File: src/rtl/blob_frame_tx_if.sv
// Pixel-in / binarized-stream-out / blob-result bundle for blob_frame_tx.
// Signal names keep the block's i_/o_ naming as seen from the transmitter.
interface blob_frame_tx_if;
    // i_pix_valid qualifies i_sof/i_pix_data/i_threshold and i_blob_valid qualifies
    // i_blob_count; there is no ready on either side. o_valid has no backpressure:
    // the consumer takes o_seq on every cycle o_valid is high, and a low o_valid
    // cycle marks end of frame.
    logic       i_start;
    logic       i_sof;
    logic       i_pix_valid;
    logic [7:0] i_pix_data;
    logic [7:0] i_threshold;
    logic       i_blob_valid;
    logic [7:0] i_blob_count;
    logic       o_valid;
    logic       o_seq;
    logic       o_busy;
    logic       o_result_valid;
    logic [7:0] o_result;
    logic       o_underflow;
    logic [1:0] o_state;

    modport slave (
        input  i_start, i_sof, i_pix_valid, i_pix_data, i_threshold,
        input  i_blob_valid, i_blob_count,
        output o_valid, o_seq, o_busy, o_result_valid, o_result, o_underflow, o_state
    );

    modport master (
        output i_start, i_sof, i_pix_valid, i_pix_data, i_threshold,
        output i_blob_valid, i_blob_count,
        input  o_valid, o_seq, o_busy, o_result_valid, o_result, o_underflow, o_state
    );
endinterface

File: src/rtl/blob_frame_tx.sv
// Arms on i_start, streams one gap-free binarized frame to the blob counter, then captures
// its count. Optional WAIT_RES timeout (result 8'hFF) is enabled by BLOB_TX_TIMEOUT_EN.
module blob_frame_tx #(
    parameter int COLS = 640,
    parameter int ROWS = 480
) (
    input  logic           i_clk,
    input  logic           i_rst,
    blob_frame_tx_if.slave bus
);
    typedef enum logic [1:0] {
        IDLE     = 2'd0,
        ARMED    = 2'd1,
        STREAM   = 2'd2,
        WAIT_RES = 2'd3
    } state_t;

    localparam logic [9:0] COL_LAST = 10'(COLS - 1);
    localparam logic [8:0] ROW_LAST = 9'(ROWS - 1);

    state_t     state_q, state_d;
    logic [9:0] col_q, col_d, col_adv;
    logic [8:0] row_q, row_d, row_adv;
    logic       valid_q, valid_d;
    logic       seq_q, seq_d;
    logic       unf_q, unf_d;
    logic       res_vld_q, res_vld_d;
    logic [7:0] result_q, result_d;
    logic       pix_bin;
    logic       sof_hit;
    logic       last_pix;
`ifdef BLOB_TX_TIMEOUT_EN
    logic [11:0] tmo_q, tmo_d;
`endif

    // A missing pixel binarizes to 0 so the frame keeps its exact length.
    assign pix_bin  = bus.i_pix_valid && (bus.i_pix_data >= bus.i_threshold);
    assign sof_hit  = bus.i_sof && bus.i_pix_valid;
    assign last_pix = (col_q == COL_LAST) && (row_q == ROW_LAST);

    // Position of the pixel after the one at (row_q, col_q); folds back to 0 after the last.
    always_comb begin
        col_adv = col_q + 10'd1;
        row_adv = row_q;
        if (col_q == COL_LAST) begin
            col_adv = '0;
            row_adv = row_q + 9'd1;
        end
        if (last_pix) begin
            col_adv = '0;
            row_adv = '0;
        end
    end

    always_comb begin
        state_d   = state_q;
        col_d     = col_q;
        row_d     = row_q;
        valid_d   = 1'b0;
        seq_d     = 1'b0;
        unf_d     = unf_q;
        res_vld_d = 1'b0;
        result_d  = result_q;
`ifdef BLOB_TX_TIMEOUT_EN
        tmo_d     = '0;
`endif
        case (state_q)
            IDLE: begin
                if (bus.i_start) begin
                    state_d = ARMED;
                    unf_d   = 1'b0;
                end
            end
            ARMED: begin
                // Counters sit at (0,0) here, so the SOF pixel advances like any other.
                if (sof_hit) begin
                    valid_d = 1'b1;
                    seq_d   = pix_bin;
                    col_d   = col_adv;
                    row_d   = row_adv;
                    state_d = last_pix ? WAIT_RES : STREAM;
                end
            end
            STREAM: begin
                valid_d = 1'b1;
                seq_d   = pix_bin;
                col_d   = col_adv;
                row_d   = row_adv;
                if (!bus.i_pix_valid) unf_d = 1'b1;
                if (last_pix) state_d = WAIT_RES;
            end
            WAIT_RES: begin
                if (bus.i_blob_valid) begin
                    result_d  = bus.i_blob_count;
                    res_vld_d = 1'b1;
                    state_d   = IDLE;
                end
`ifdef BLOB_TX_TIMEOUT_EN
                // tmo_q==4094 is the 4095th waiting cycle.
                else if (tmo_q == 12'd4094) begin
                    result_d  = 8'hFF;
                    res_vld_d = 1'b1;
                    state_d   = IDLE;
                end else begin
                    tmo_d = tmo_q + 12'd1;
                end
`endif
            end
            default: state_d = IDLE;
        endcase
    end

    always_ff @(posedge i_clk or posedge i_rst) begin
        if (i_rst) begin
            state_q   <= IDLE;
            col_q     <= '0;
            row_q     <= '0;
            valid_q   <= 1'b0;
            seq_q     <= 1'b0;
            unf_q     <= 1'b0;
            res_vld_q <= 1'b0;
            result_q  <= 8'h00;
`ifdef BLOB_TX_TIMEOUT_EN
            tmo_q     <= '0;
`endif
        end else begin
            state_q   <= state_d;
            col_q     <= col_d;
            row_q     <= row_d;
            valid_q   <= valid_d;
            seq_q     <= seq_d;
            unf_q     <= unf_d;
            res_vld_q <= res_vld_d;
            result_q  <= result_d;
`ifdef BLOB_TX_TIMEOUT_EN
            tmo_q     <= tmo_d;
`endif
        end
    end

    assign bus.o_valid        = valid_q;
    assign bus.o_seq          = seq_q;
    assign bus.o_busy         = (state_q != IDLE);
    assign bus.o_result_valid = res_vld_q;
    assign bus.o_result       = result_q;
    assign bus.o_underflow    = unf_q;
    assign bus.o_state        = state_q;
endmodule

File: src/flat_wrapper.sv
// flat-port wrapper written by rule: the top's interface ports become plain ports
module blob_frame_tx_flat 
#(
    parameter int COLS = 640,
    parameter int ROWS = 480
)
  (i_clk, i_rst, bus_i_start, bus_i_sof, bus_i_pix_valid, bus_i_pix_data, bus_i_threshold, bus_i_blob_valid, bus_i_blob_count, bus_o_valid, bus_o_seq, bus_o_busy, bus_o_result_valid, bus_o_result, bus_o_underflow, bus_o_state);
  blob_frame_tx_if bus_i ();
  input  logic i_clk;
  input  logic i_rst;
  input wire logic [$bits(bus_i.i_start)-1:0] bus_i_start;
  input wire logic [$bits(bus_i.i_sof)-1:0] bus_i_sof;
  input wire logic [$bits(bus_i.i_pix_valid)-1:0] bus_i_pix_valid;
  input wire logic [$bits(bus_i.i_pix_data)-1:0] bus_i_pix_data;
  input wire logic [$bits(bus_i.i_threshold)-1:0] bus_i_threshold;
  input wire logic [$bits(bus_i.i_blob_valid)-1:0] bus_i_blob_valid;
  input wire logic [$bits(bus_i.i_blob_count)-1:0] bus_i_blob_count;
  output wire logic [$bits(bus_i.o_valid)-1:0] bus_o_valid;
  output wire logic [$bits(bus_i.o_seq)-1:0] bus_o_seq;
  output wire logic [$bits(bus_i.o_busy)-1:0] bus_o_busy;
  output wire logic [$bits(bus_i.o_result_valid)-1:0] bus_o_result_valid;
  output wire logic [$bits(bus_i.o_result)-1:0] bus_o_result;
  output wire logic [$bits(bus_i.o_underflow)-1:0] bus_o_underflow;
  output wire logic [$bits(bus_i.o_state)-1:0] bus_o_state;
  assign bus_i.i_start = bus_i_start;
  assign bus_i.i_sof = bus_i_sof;
  assign bus_i.i_pix_valid = bus_i_pix_valid;
  assign bus_i.i_pix_data = bus_i_pix_data;
  assign bus_i.i_threshold = bus_i_threshold;
  assign bus_i.i_blob_valid = bus_i_blob_valid;
  assign bus_i.i_blob_count = bus_i_blob_count;
  assign bus_o_valid = bus_i.o_valid;
  assign bus_o_seq = bus_i.o_seq;
  assign bus_o_busy = bus_i.o_busy;
  assign bus_o_result_valid = bus_i.o_result_valid;
  assign bus_o_result = bus_i.o_result;
  assign bus_o_underflow = bus_i.o_underflow;
  assign bus_o_state = bus_i.o_state;
  blob_frame_tx #(.COLS(COLS), .ROWS(ROWS)) u_core (.i_clk(i_clk), .i_rst(i_rst), .bus(bus_i));
endmodule
File: config.mk
export PLATFORM = sky130hd
export DESIGN_NAME = blob_frame_tx_flat
export DESIGN_NICKNAME = d
export VERILOG_FILES = /design/src/rtl/blob_frame_tx_if.sv /design/src/rtl/blob_frame_tx.sv /design/src/flat_wrapper.sv
export SDC_FILE = /design/constraint.sdc
export NUM_CORES = 1
export LEC_CHECK = 0
export ABC_CLOCK_PERIOD_IN_PS = 2300
export CAP_MARGIN = 20
export CORE_ASPECT_RATIO = 0.9
export CORE_MARGIN = 3
export CORE_UTILIZATION = 49
export CTS_CLUSTER_SIZE = 40
export DETAILED_ROUTE_END_ITERATION = 12
export GPL_TIMING_DRIVEN = 1
export PLACE_DENSITY = 0.79
export SYNTH_ARGS = -nofsm -noshare
export SYNTH_HDL_FRONTEND = slang
export SYNTH_SLANG_ARGS = --single-unit
File: constraint.sdc
create_clock -name i_clk -period 2.3 [get_ports i_clk]
set_input_delay 0.345 -clock i_clk [delete_from_list [all_inputs] [get_ports i_clk]]
set_output_delay 0.345 -clock i_clk [all_outputs]
set_load 0.02 [all_outputs]
==> flow_metrics.env <==
export IMPL_avgSynthCellArea_um2=10.31
export IMPL_wire_per_inst_um=14.48
export IMPL_area_growth_syn_to_layout_pct=34.24
export IMPL_fin_crit_sh=0.9211
export IMPL_finalMaxSlewViolations=0
export IMPL_powerDensity_nw_per_um2=1021
export IMPL_worstPathRequired_ns=1.96
export IMPL_fin_nets=269
export IMPL_diodes=0
export IMPL_start_util=0.5196
export IMPL_synth_top_area_cell="dfrtp_1"
export IMPL_vias=1462
export IMPL_fin_crit_ns=2.119
export IMPL_yosys_most_used_dff="dfrtp_1"
export IMPL_hold_buffers=0
export IMPL_worstMarginPinSlew_ns=0.5396
export IMPL_finalClockSkew_ns=0.007962
export IMPL_syn_area_um2=1794
export IMPL_reg2reg_depth=7
export IMPL_synth_edf_count=0
export IMPL_die_area_um2=4425
export IMPL_grt_start_max_net_pins=34
export IMPL_fin_area_um2=2409
export IMPL_cts_resized=0
export IMPL_max_cap_violations=0
export IMPL_avgViaCountPerCell=5.415
export IMPL_syn_nets=218
export IMPL_clock_path_buffers=2
export IMPL_dp_cells=262
export IMPL_first_pass_iters=4
export IMPL_place_hpwl_um=3050
export IMPL_post_cts_buffers=0
export IMPL_drt_iter0_markers=72
export IMPL_drc=0
export IMPL_io_pins=45
export IMPL_report_final_setup_viol=0
export IMPL_fp_dieW_um=69.79
export IMPL_final_cell_mix="clkdlybuf4s50_1, dfrtp_1, inv_1"
export IMPL_antenna_found_initial=0
export IMPL_relSlewSlack=0.6364
export IMPL_grt_pass1_wl_um=6948
export IMPL_hold_path_class="in2async"
export IMPL_core_um2=3453
export IMPL_htree_num_levels=2
export IMPL_power_leakage_nw=1.125
export IMPL_setup_tns_ns=0
export IMPL_timing_final_ws_setup_ns=0.1814
export IMPL_first_global_vias=1520
export IMPL_yosysSeqAreaShare=0.4603
export IMPL_status="complete, no violations"
export IMPL_ant_nets=0
export IMPL_cts_made_buffers=5
export IMPL_async_reset_ff_frac=1.000
export IMPL_rsz0062_at_grt="no"
export IMPL_gp_congestion=0.7742
export IMPL_dpl_worst_slack_ns=0.1737
export IMPL_clk_pin_slew_worst_paths_ns=0.07
export IMPL_endpoint_kind="output pin"
export IMPL_yosysTopAreaCellShare=0.4603
export IMPL_ys_warnings_count=0
export IMPL_cts_sinks=33
export IMPL_overflow=0
export IMPL_grt_usage=0.1966
export IMPL_synth_seq_cells=33
export IMPL_hold_viol=0
export IMPL_max_freq_ghz=0.4720
export IMPL_drive_above_1_share=0.1106
export IMPL_post_dp_cell_area_um2=2292
export IMPL_worstSetupPathType="reg2out"
export IMPL_worstPathArrival_ns=1.77
export IMPL_die_h_um=63.41
export IMPL_root_buffer="clkbuf_8"
export IMPL_layout_commonest_cell="clkdlybuf4s50_1"
export IMPL_tritoncts="yes"
export IMPL_netlist_instances=174
export IMPL_ys_top_cells_by_area="dfrtp_1, ha_1, mux2_2"
export IMPL_yosysUniqueCellTypes=40
export IMPL_io_buffer_count=44
export IMPL_crit_fanout=5
export IMPL_fp_row_count=20
export IMPL_worstSkewPairLatency_ns=0.29
export IMPL_finalNonFillerCells=270
export IMPL_drt_total_wl_um=3910
export IMPL_critPathLaunchType="flip-flop"
export IMPL_ir_worst_vdd_v=0.0004861
-- kinds of logic (layout without fill, tap and decap cells) --
group / after synthesis / after routing / synth area share
multiplexers: 10 / 10 / 0.06207
AND/OR/NAND/NOR: 57 / 57 / 0.1771
XOR/XNOR: 9 / 9 / 0.04394
buffers and inverters: 20 / 72 / 0.04254
AO/OA/AOI/OAI: 31 / 31 / 0.1165
flip-flops: 33 / 33 / 0.4602
adder cells (fa/ha/maj): 14 / 14 / 0.09763
-- cell type report --
cell class	count	area, um^2
sequential	33	825.8
clock inverter	1	30.03
timing repair buffer	45	447.9
multi-input combinational	121	892.1
fill	263	1045
clock buffer	7	86.33
inverter	19	71.32
tap	44	55.05
-- per-stage QoR --
stage | hold WS [ns] | power, mW | utilization
after global routing | 0.4967 | 2.616 | 0.6975
after CTS | 0.4648 | 2.481 | 0.6975
after global placement | 0.4515 | 1.844 | 0.6638
after detailed placement | 0.4510 | 1.909 | 0.6638
final | 0.4517 | 2.459 | 0.6975
after floorplan | 0.4348 | 1.472 | -
-- path summary, 6_finish.rpt --
| check | from | to | slack, ns |
|---|---|---|---|
| worst max-delay path | u_core.bus.o_state[1]$_DFFE_PP0P_ | bus_o_busy | 0.18 |
| worst min-delay path | i_rst | u_core.row_q[6]$_DFFE_PP0P_ | 0.45 |
| worst max register to register | u_core.bus.o_state[1]$_DFFE_PP0P_ | u_core.col_q[9]$_DFFE_PP0P_ | 0.21 |
| worst min register to register | u_core.row_q[4]$_DFFE_PP0P_ | u_core.row_q[4]$_DFFE_PP0P_ | 0.46 |
| max in group asynchronous | i_rst | u_core.col_q[6]$_DFFE_PP0P_ | 1.54 |
| min in group i_clk | u_core.row_q[4]$_DFFE_PP0P_ | u_core.row_q[4]$_DFFE_PP0P_ | 0.46 |
-- critical path, stage by stage, from the launching register on --
cell	delay [ns]
dfrtp_1	0.44
inv_1	0.11
ha_1	0.25
inv_1	0.09
clkdlybuf4s50_1	0.61
-- metal layers --
| metal | vias up | global-route usage | part of all wire |
|---|---|---|---|
| li1 | 718 | - | - |
| met1 | 698 | 0.2232 | 0.42 |
| met2 | 40 | 0.3479 | 0.51 |
| met3 | 6 | 0.06858 | 0.053 |
| met4 | 0 | 0.05742 | 0.016 |
| met5 | - | 0 | 0 |
-- synthesized netlist by cell type (all sizes together) (2+ instances only) --
library cell	count
a21boi	4
a21o	2
a21oi	6
and3	5
dfrtp	33
ha	14
inv	19
mux2	9
nand2	15
nand3	11
nand4	3
nor2	6
nor2b	3
nor3	6
o211ai	2
o21ai	10
o31ai	2
or4	2
xnor2	6
xor2	3
-- state kept, by name, summed over array words and instances (netlist names) --
register,count
u_core.bus.o_result,8
u_core.bus.o_result_valid,1
u_core.bus.o_seq,1
u_core.bus.o_state,2
u_core.bus.o_underflow,1
u_core.bus.o_valid,1
u_core.col_q,10
u_core.row_q,9
-- power breakdown --
group	total, mW	internal [mW]	switching (mW)
sequential	0.863	0.737	0.127
clock	0.562	0.353	0.209
combinational	1.03	0.511	0.523
total	2.46	1.60	0.858
Power figures use the tool's default switching activity.
